### src/rtl/ps2_scancode_receiver.sv
// PS/2 keyboard receiver: synchronizes and filters the device clock, deframes
// 11-bit frames (start, 8 data LSB-first, odd parity, stop) and decodes E0/F0 prefixes.
module ps2_scancode_receiver #(
  parameter int FILTER_LEN     = 8,
  parameter int TIMEOUT_CYCLES = 50000
) (
  input  logic       CLOCK_50,
  input  logic       reset,
  input  logic       ps2_clk,
  input  logic       ps2_dat,
  output logic [7:0] byte_data,
  output logic       byte_valid,
  output logic       parity_err,
  output logic       frame_err,
  output logic [7:0] key_code,
  output logic       key_extended,
  output logic       key_released,
  output logic       key_event
);

  localparam int FW = $clog2(FILTER_LEN + 1);
  localparam int TW = $clog2(TIMEOUT_CYCLES + 1);

  typedef enum logic [1:0] {S_IDLE, S_DATA, S_PARITY, S_STOP} state_t;

  logic [1:0] sync_in;
  logic [1:0] sync_out;
  logic       clk_s;
  logic       dat_s;

  assign sync_in = {ps2_dat, ps2_clk};

  // Both bus lines idle high, so the chains reset to 1 to avoid a false edge.
  generate
    for (genvar gi = 0; gi < 2; gi++) begin : g_sync
      logic [1:0] chain_reg;
      always_ff @(posedge CLOCK_50 or posedge reset) begin
        if (reset) chain_reg <= 2'b11;
        else       chain_reg <= {chain_reg[0], sync_in[gi]};
      end
      assign sync_out[gi] = chain_reg[1];
    end
  endgenerate

  assign clk_s = sync_out[0];
  assign dat_s = sync_out[1];

  logic          filt_reg;
  logic          filt_prev_reg;
  logic [FW-1:0] filt_cnt_reg;
  logic          fall_edge;

  // The filtered level flips only on the FILTER_LEN-th consecutive differing sample.
  always_ff @(posedge CLOCK_50 or posedge reset) begin
    if (reset) begin
      filt_reg      <= 1'b1;
      filt_prev_reg <= 1'b1;
      filt_cnt_reg  <= '0;
    end else begin
      filt_prev_reg <= filt_reg;
      if (clk_s != filt_reg) begin
        if (filt_cnt_reg == FW'(FILTER_LEN - 1)) begin
          filt_reg     <= clk_s;
          filt_cnt_reg <= '0;
        end else begin
          filt_cnt_reg <= filt_cnt_reg + 1'b1;
        end
      end else begin
        filt_cnt_reg <= '0;
      end
    end
  end

  assign fall_edge = filt_prev_reg & ~filt_reg;

  state_t        state_reg, state_next;
  logic [2:0]    bit_cnt_reg, bit_cnt_next;
  logic [7:0]    shift_reg, shift_next;
  logic          par_reg, par_next;
  logic [TW-1:0] to_cnt_reg, to_cnt_next;
  logic [7:0]    byte_data_reg, byte_data_next;
  logic          byte_valid_reg, byte_valid_next;
  logic          parity_err_reg, parity_err_next;
  logic          frame_err_reg, frame_err_next;
  logic          ext_reg, ext_next;
  logic          brk_reg, brk_next;
  logic [7:0]    key_code_reg, key_code_next;
  logic          key_ext_reg, key_ext_next;
  logic          key_rel_reg, key_rel_next;
  logic          key_event_reg, key_event_next;

  always_ff @(posedge CLOCK_50 or posedge reset) begin
    if (reset) begin
      state_reg      <= S_IDLE;
      bit_cnt_reg    <= '0;
      shift_reg      <= '0;
      par_reg        <= 1'b0;
      to_cnt_reg     <= '0;
      byte_data_reg  <= '0;
      byte_valid_reg <= 1'b0;
      parity_err_reg <= 1'b0;
      frame_err_reg  <= 1'b0;
      ext_reg        <= 1'b0;
      brk_reg        <= 1'b0;
      key_code_reg   <= '0;
      key_ext_reg    <= 1'b0;
      key_rel_reg    <= 1'b0;
      key_event_reg  <= 1'b0;
    end else begin
      state_reg      <= state_next;
      bit_cnt_reg    <= bit_cnt_next;
      shift_reg      <= shift_next;
      par_reg        <= par_next;
      to_cnt_reg     <= to_cnt_next;
      byte_data_reg  <= byte_data_next;
      byte_valid_reg <= byte_valid_next;
      parity_err_reg <= parity_err_next;
      frame_err_reg  <= frame_err_next;
      ext_reg        <= ext_next;
      brk_reg        <= brk_next;
      key_code_reg   <= key_code_next;
      key_ext_reg    <= key_ext_next;
      key_rel_reg    <= key_rel_next;
      key_event_reg  <= key_event_next;
    end
  end

  always_comb begin
    state_next      = state_reg;
    bit_cnt_next    = bit_cnt_reg;
    shift_next      = shift_reg;
    par_next        = par_reg;
    to_cnt_next     = '0;
    byte_data_next  = byte_data_reg;
    byte_valid_next = 1'b0;
    parity_err_next = 1'b0;
    frame_err_next  = 1'b0;

    if (state_reg != S_IDLE && !fall_edge) to_cnt_next = to_cnt_reg + 1'b1;

    case (state_reg)
      S_IDLE: begin
        if (fall_edge && !dat_s) begin
          state_next   = S_DATA;
          bit_cnt_next = '0;
          shift_next   = '0;
          par_next     = 1'b0;
        end
      end
      S_DATA: begin
        if (fall_edge) begin
          shift_next   = {dat_s, shift_reg[7:1]};
          bit_cnt_next = bit_cnt_reg + 3'd1;
          if (bit_cnt_reg == 3'd7) state_next = S_PARITY;
        end
      end
      S_PARITY: begin
        if (fall_edge) begin
          par_next   = dat_s;
          state_next = S_STOP;
        end
      end
      S_STOP: begin
        if (fall_edge) begin
          state_next = S_IDLE;
          if (!dat_s) begin
            frame_err_next = 1'b1;
          end else if (^{shift_reg, par_reg}) begin
            byte_valid_next = 1'b1;
            byte_data_next  = shift_reg;
          end else begin
            parity_err_next = 1'b1;
          end
        end
      end
      default: state_next = S_IDLE;
    endcase

    // A stalled device abandons the partial frame; landing in IDLE makes this fire once.
    if (state_reg != S_IDLE && !fall_edge && to_cnt_reg == TW'(TIMEOUT_CYCLES - 1)) begin
      state_next     = S_IDLE;
      bit_cnt_next   = '0;
      shift_next     = '0;
      par_next       = 1'b0;
      to_cnt_next    = '0;
      frame_err_next = 1'b1;
    end
  end

  always_comb begin
    ext_next       = ext_reg;
    brk_next       = brk_reg;
    key_code_next  = key_code_reg;
    key_ext_next   = key_ext_reg;
    key_rel_next   = key_rel_reg;
    key_event_next = 1'b0;

    if (byte_valid_reg) begin
      if (byte_data_reg == 8'hE0) begin
        ext_next = 1'b1;
      end else if (byte_data_reg == 8'hF0) begin
        brk_next = 1'b1;
      end else begin
        key_code_next  = byte_data_reg;
        key_ext_next   = ext_reg;
        key_rel_next   = brk_reg;
        key_event_next = 1'b1;
        ext_next       = 1'b0;
        brk_next       = 1'b0;
      end
    end else if (parity_err_reg || frame_err_reg) begin
      ext_next = 1'b0;
      brk_next = 1'b0;
    end
  end

  assign byte_data    = byte_data_reg;
  assign byte_valid   = byte_valid_reg;
  assign parity_err   = parity_err_reg;
  assign frame_err    = frame_err_reg;
  assign key_code     = key_code_reg;
  assign key_extended = key_ext_reg;
  assign key_released = key_rel_reg;
  assign key_event    = key_event_reg;

endmodule
### config.mk
export PLATFORM = sky130hd
export DESIGN_NAME = ps2_scancode_receiver
export DESIGN_NICKNAME = d
export VERILOG_FILES = /design/src/rtl/ps2_scancode_receiver.sv
export SDC_FILE = /design/constraint.sdc
export NUM_CORES = 1
export LEC_CHECK = 0
export BUFFER_PORTS_ARGS = -buffer_cell sky130_fd_sc_hd__buf_2
export CORE_ASPECT_RATIO = 0.7
export CORE_MARGIN = 2
export CORE_UTILIZATION = 39
export CTS_BUF_LIST = sky130_fd_sc_hd__clkbuf_8
export DETAILED_ROUTE_END_ITERATION = 12
export SKIP_LAST_GASP = 1
export SYNTH_ARGS = -nofsm -noshare
export SYNTH_HDL_FRONTEND = slang
export SYNTH_SLANG_ARGS = --single-unit
### constraint.sdc
create_clock -name CLOCK_50 -period 2.35 [get_ports CLOCK_50]
set_clock_uncertainty 0.2 [all_clocks]
set_input_delay 0.235 -clock CLOCK_50 [delete_from_list [all_inputs] [get_ports CLOCK_50]]
set_output_delay 0.235 -clock CLOCK_50 [all_outputs]
set_load 0.03 [all_outputs]
### Word-level counts from Yosys, hierarchy flattened

Index checks and enable logic that the tools add are counted.
W data, S select, Z words.

* $add $sub $neg: 3
* eq/ne operators: 16
* muxes and demuxes: 45
* bitwise logic cells: 4
* reductions and logical operators: 20

Operator list (count)
* $mux W16: 2
* $mux W1: 25
* $mux W8: 3
* $ne A3 B3 Y1 const B: 6
* $add A16 B1 Y16 const B: 1
* $eq A16 B16 Y1 const B: 1
* $eq A8 B8 Y1 const B: 2
* $pmux W8 S2: 1
* $mux W2: 6
* $mux W3: 3
* $reduce_and A3 Y1: 3
* $reduce_xor A9 Y1: 1
* $mux W4: 2
* $pmux W2 S4: 1
* $pmux W3 S2: 1
* $reduce_and A2 Y1: 3
* $reduce_bool A3 Y1: 2
* $reduce_and A5 Y1: 1
* $add A4 B1 Y4 const B: 1
* $eq A2 B2 Y1 const B: 2
* $eq A4 B3 Y1 const B: 1
* $reduce_and A4 Y1: 1
* $reduce_bool A2 Y1: 2
* $add A3 B1 Y3 const B: 1
* 11 further kinds: 16

* register bits: 64
* input port bits: 4
* output and inout port bits: 22
* logic and storage cells: 108

### Longest topological paths before layout

* depth after elaboration: 7
* gate-level depth with buffers: 7
* depth with buffers taken out: 7

### Worst setup path before layout

Ideal clock, no wire load.

* path type: register -> register
* from: reg byte_data_reg[3] (netlist: byte_data[3])
* to: reg key_code_reg[4] (netlist: key_code[4])
* library setup time: 0.125 ns
* data arrival time: 1.696 ns
* required time: 2.025 ns
* path slack: 0.330 ns
* stages on the path, launching flop included: 6
* buffers on the path: 0
* clock period less this slack: 2.020 ns
* path through: dfrtp_1 -> nand4b_1 -> nor4_1 -> nand2b_1 -> clkinv_1 -> mux2_2

* word-level cells in the longest chain between the ends: 3
* elaborated cells between the ends (all ways): 5
* those cells by class: 2 x eq/ne; 2 x bitwise; 1 x reduce/logical

RTL lines
* start, declared: line 81 `logic [7:0] byte_data_reg, byte_data_next;`
* start signal, assigned: line 115 `byte_data_reg <= byte_data_next;`
* $eq A8 B8 Y1 (on tied branches): line 201, 199
* $not A1 Y1 (no line)
* $reduce_and A3 Y1 (no line) (*)
* end signal, assigned: line 121 `key_code_reg <= key_code_next;`
* end, declared: line 87 `logic [7:0] key_code_reg, key_code_next;`

Mark *: on every way between the ends. The rest lies on a longest branch, timed or not.
A chain may end at the register's enable or synchronous reset.

### Worst setup path after layout

* from: reg shift_reg[5]
* to: reg byte_data_reg[6] (netlist: byte_data[6])

* word-level cells in the longest chain between the ends: 2

RTL lines
* start, declared: line 78 `logic [7:0] shift_reg, shift_next;`
* start signal, assigned: line 112 `shift_reg <= shift_next;`
* $reduce_xor A9 Y1: line 168 `end else if (^{shift_reg, par_reg}) begin`
* $reduce_and A4 Y1 (no line)

Every way passes these cells.

==> results.yml <==
place:
  place_congestion: 0.7754
  dp_slack_ns: 0.05282
  place_hpwl_mm: 3.317
  port_buffers: 25
cts:
  clockBufferDepth: 2
  cts_tree: "yes"
  numCtsBuffers: 9
  cts_htree_levels: 3
  clock-sinks: 64
  clock_latency_ns: 0.33
  clkTransAtPathRegs_ns: 0.07
  clockRootBuffer: "clkbuf_8"
  cts_setup_buffers: 0
setup_path:
  r2r_cells: 5
  crit_type: "flip-flop to flip-flop"
  critPathMaxFanout: 9
  critPathArrivalTime_ns: 2.18
  critPathLaunchType: "flip-flop"
  worst_ep_required_time_ns: 2.37
  cp-end-kind: "flip-flop"
grt:
  grt_overflow_total: 0
  grt_pass1_wl_mm: 8.252
  grt_pass1_vias: 1723
  grt_usage_pct: 13.80
  antenna_found_initial: 0
  grt_max_degree: 43
route:
  routed_via_density: 4.762
  drt_wl_total_mm: 4.780
  drt_iter0_drc: 57
  drtPass1Iterations: 5
  vias: 1819
  routedWlPerCell_um: 12.51
  antenna_left: 0
  route.detailed.drc: 0
timing:
  finalHoldViolations: 0
  worst_slack_ns: 0.1884
  tns_ns: 0
  worst_pin_slew_ns: 0.6846
  max_freq_mhz: 462.6
  setup_viol: 0
  rsz0062_at_grt: "no"
  finalMaxSlewViolations: 0
  period_minus_slack_ns: 2.162
  relSlewSlack_pct: 53.94
  finalCritPeriodShare_pct: 91.98
synthesis:
  ys.flop_type: "dfrtp_1"
  yosys-top-cells-area: "dfrtp_1 (52%), dfstp_2 (5.6%), xnor2_1 (4.7%)"
  yosysMostFrequentCell: "dfrtp_1"
  synth-seq-cells: 64
  synth_seq_area_share_pct: 57.28
  synth_top_cell_by_area: "dfrtp_1"
  ys_types: 37
  avgSynthCellArea_um2: 11.47
  synth-edff-count: 0
  syn_nets: 258
  yosysWarningCount: 0
  syn_inst: 245
  synthTopCellsByCount: "dfrtp_1 (58), nor2_1 (31), nand2_1 (24)"
  synth_top_cell_area_share_pct: 51.67
  syn_area_mm2: 0.002809
  synthArstFlopShare_pct: 100.0
pwr:
  total_leakage_power_nw: 1.632
  power.density_mw_per_mm2: 838.5
  vdd_drop_max_v: 0.0003097
layout:
  area_growth_pct: 17.33
  fin_nets: 296
  largest_reg_flops: 16
  drive_gt1_share_pct: 24.31
  n_antenna_cell: 0
min_path:
  hold_class: "flip-flop to flip-flop"
  min_path_cells: 0
die:
  boundaryPins: 26
  die_area_mm2: 0.007908
  die_h_um: 75.01
  initial_core_util_pct: 41.00
  fp.dieW_um: 105.4
  core_mm2: 0.006850
  fp-row-count: 25
run_status:
  outcome: "complete, no violations"
job:
  max-cap-violations: 0
## timing repair
| action | 4_1_cts | 5_1_grt |
|---|---|---|
| hold endpoints to repair | 24 | 0 |
| gates resized for setup | 0 | 3 |
| endpoints found under the setup margin | 0 | 19 |
| hold buffers | 3 | 0 |
## path summary, 6_finish.rpt
| path | slack (ns) | end | start |
|---|---|---|---|
| min | 0.16 | g_sync[1].chain_reg[1] | g_sync[1].chain_reg[0] |
| min in group asynchronous | 0.26 | key_code[0] | reset |
| max in group asynchronous | 1.03 | g_sync[1].chain_reg[0] | reset |
| max | 0.19 | byte_data[6] | shift_reg[5] |
| max reg2reg | 0.19 | byte_data[6] | shift_reg[5] |
| min reg2reg | 0.16 | g_sync[1].chain_reg[1] | g_sync[1].chain_reg[0] |
## critical path, stage by stage (launching register included)
cell	delay [ns]
dfrtp_1	0.42
xnor2_1	0.18
xnor3_1	0.42
xnor2_1	0.24
nand2b_2	0.24
mux2_4	0.35
## metal layers
metal  part of all wire, %  track usage, %  vias to the layer above
met5                     0               0                        -
met4                   1.0           6.519                        0
met3                   4.7           5.368                        5
met2                    41           18.71                       34
met1                    53           19.41                      856
li1                      -               -                      924
## placed cells by master, fill, tap and decap left out, drive strengths merged, types with 5 or more instances in the layout
cell    count
nand2      24
buf        30
nand4       5
nand3      10
o21ai      10
inv        10
xor2        7
clkbuf     10
nor2       31
xnor2      15
dfrtp      58
dfstp       6
a22o       10
ha          9
mux2       13
## power by group
| group | switching [W] | total [W] | internal (W) |
|---|---|---|---|
| clock network | 0.000429 | 0.000842 | 0.000412 |
| registers | 0.0000913 | 0.00131 | 0.00122 |
| logic | 0.000371 | 0.000611 | 0.000240 |
| total | 0.000892 | 0.00276 | 0.00187 |
## stage by stage
stage | hold slack [ns] | std cells | cell area [um2] | utilization, % | total power (W)
2_1_floorplan | 0.03948 | 245 | 2809 | - | 0.001776
3_3_place_gp | 0.09612 | 363 | 3070 | 44.82 | 0.001918
3_5_place_dp | 0.09219 | 363 | 3070 | 44.82 | 0.001927
4_1_cts | 0.1571 | 382 | 3281 | 47.89 | 0.002795
5_1_grt | 0.1623 | 382 | 3296 | 48.11 | 0.002969
6_report | 0.1563 | 382 | 3296 | 48.11 | 0.002764
## layout make-up
class | count | area [um2]
fillers | 624 | 3555
well taps | 94 | 117.6
clock inverters | 6 | 42.54
flip-flops and latches | 64 | 1609
inverters | 10 | 37.54
repair buffers | 33 | 205.2
clock buffers | 10 | 137.6
multi-input cells | 165 | 1146
## logic make-up (layout without fill, tap and decap cells)
family,count (synthesis),in the layout,synth area share (%)
AOI/OAI and AO/OA,28,28,6.905
buffers and inverters,16,59,2.449
muxes,13,13,6.281
adders and majority gates,9,9,4.009
DFF,64,64,57.28
and+or+nand+nor,92,92,15.41
xor gates and xnor gates,23,23,7.662
Power figures use the tool's default switching activity.
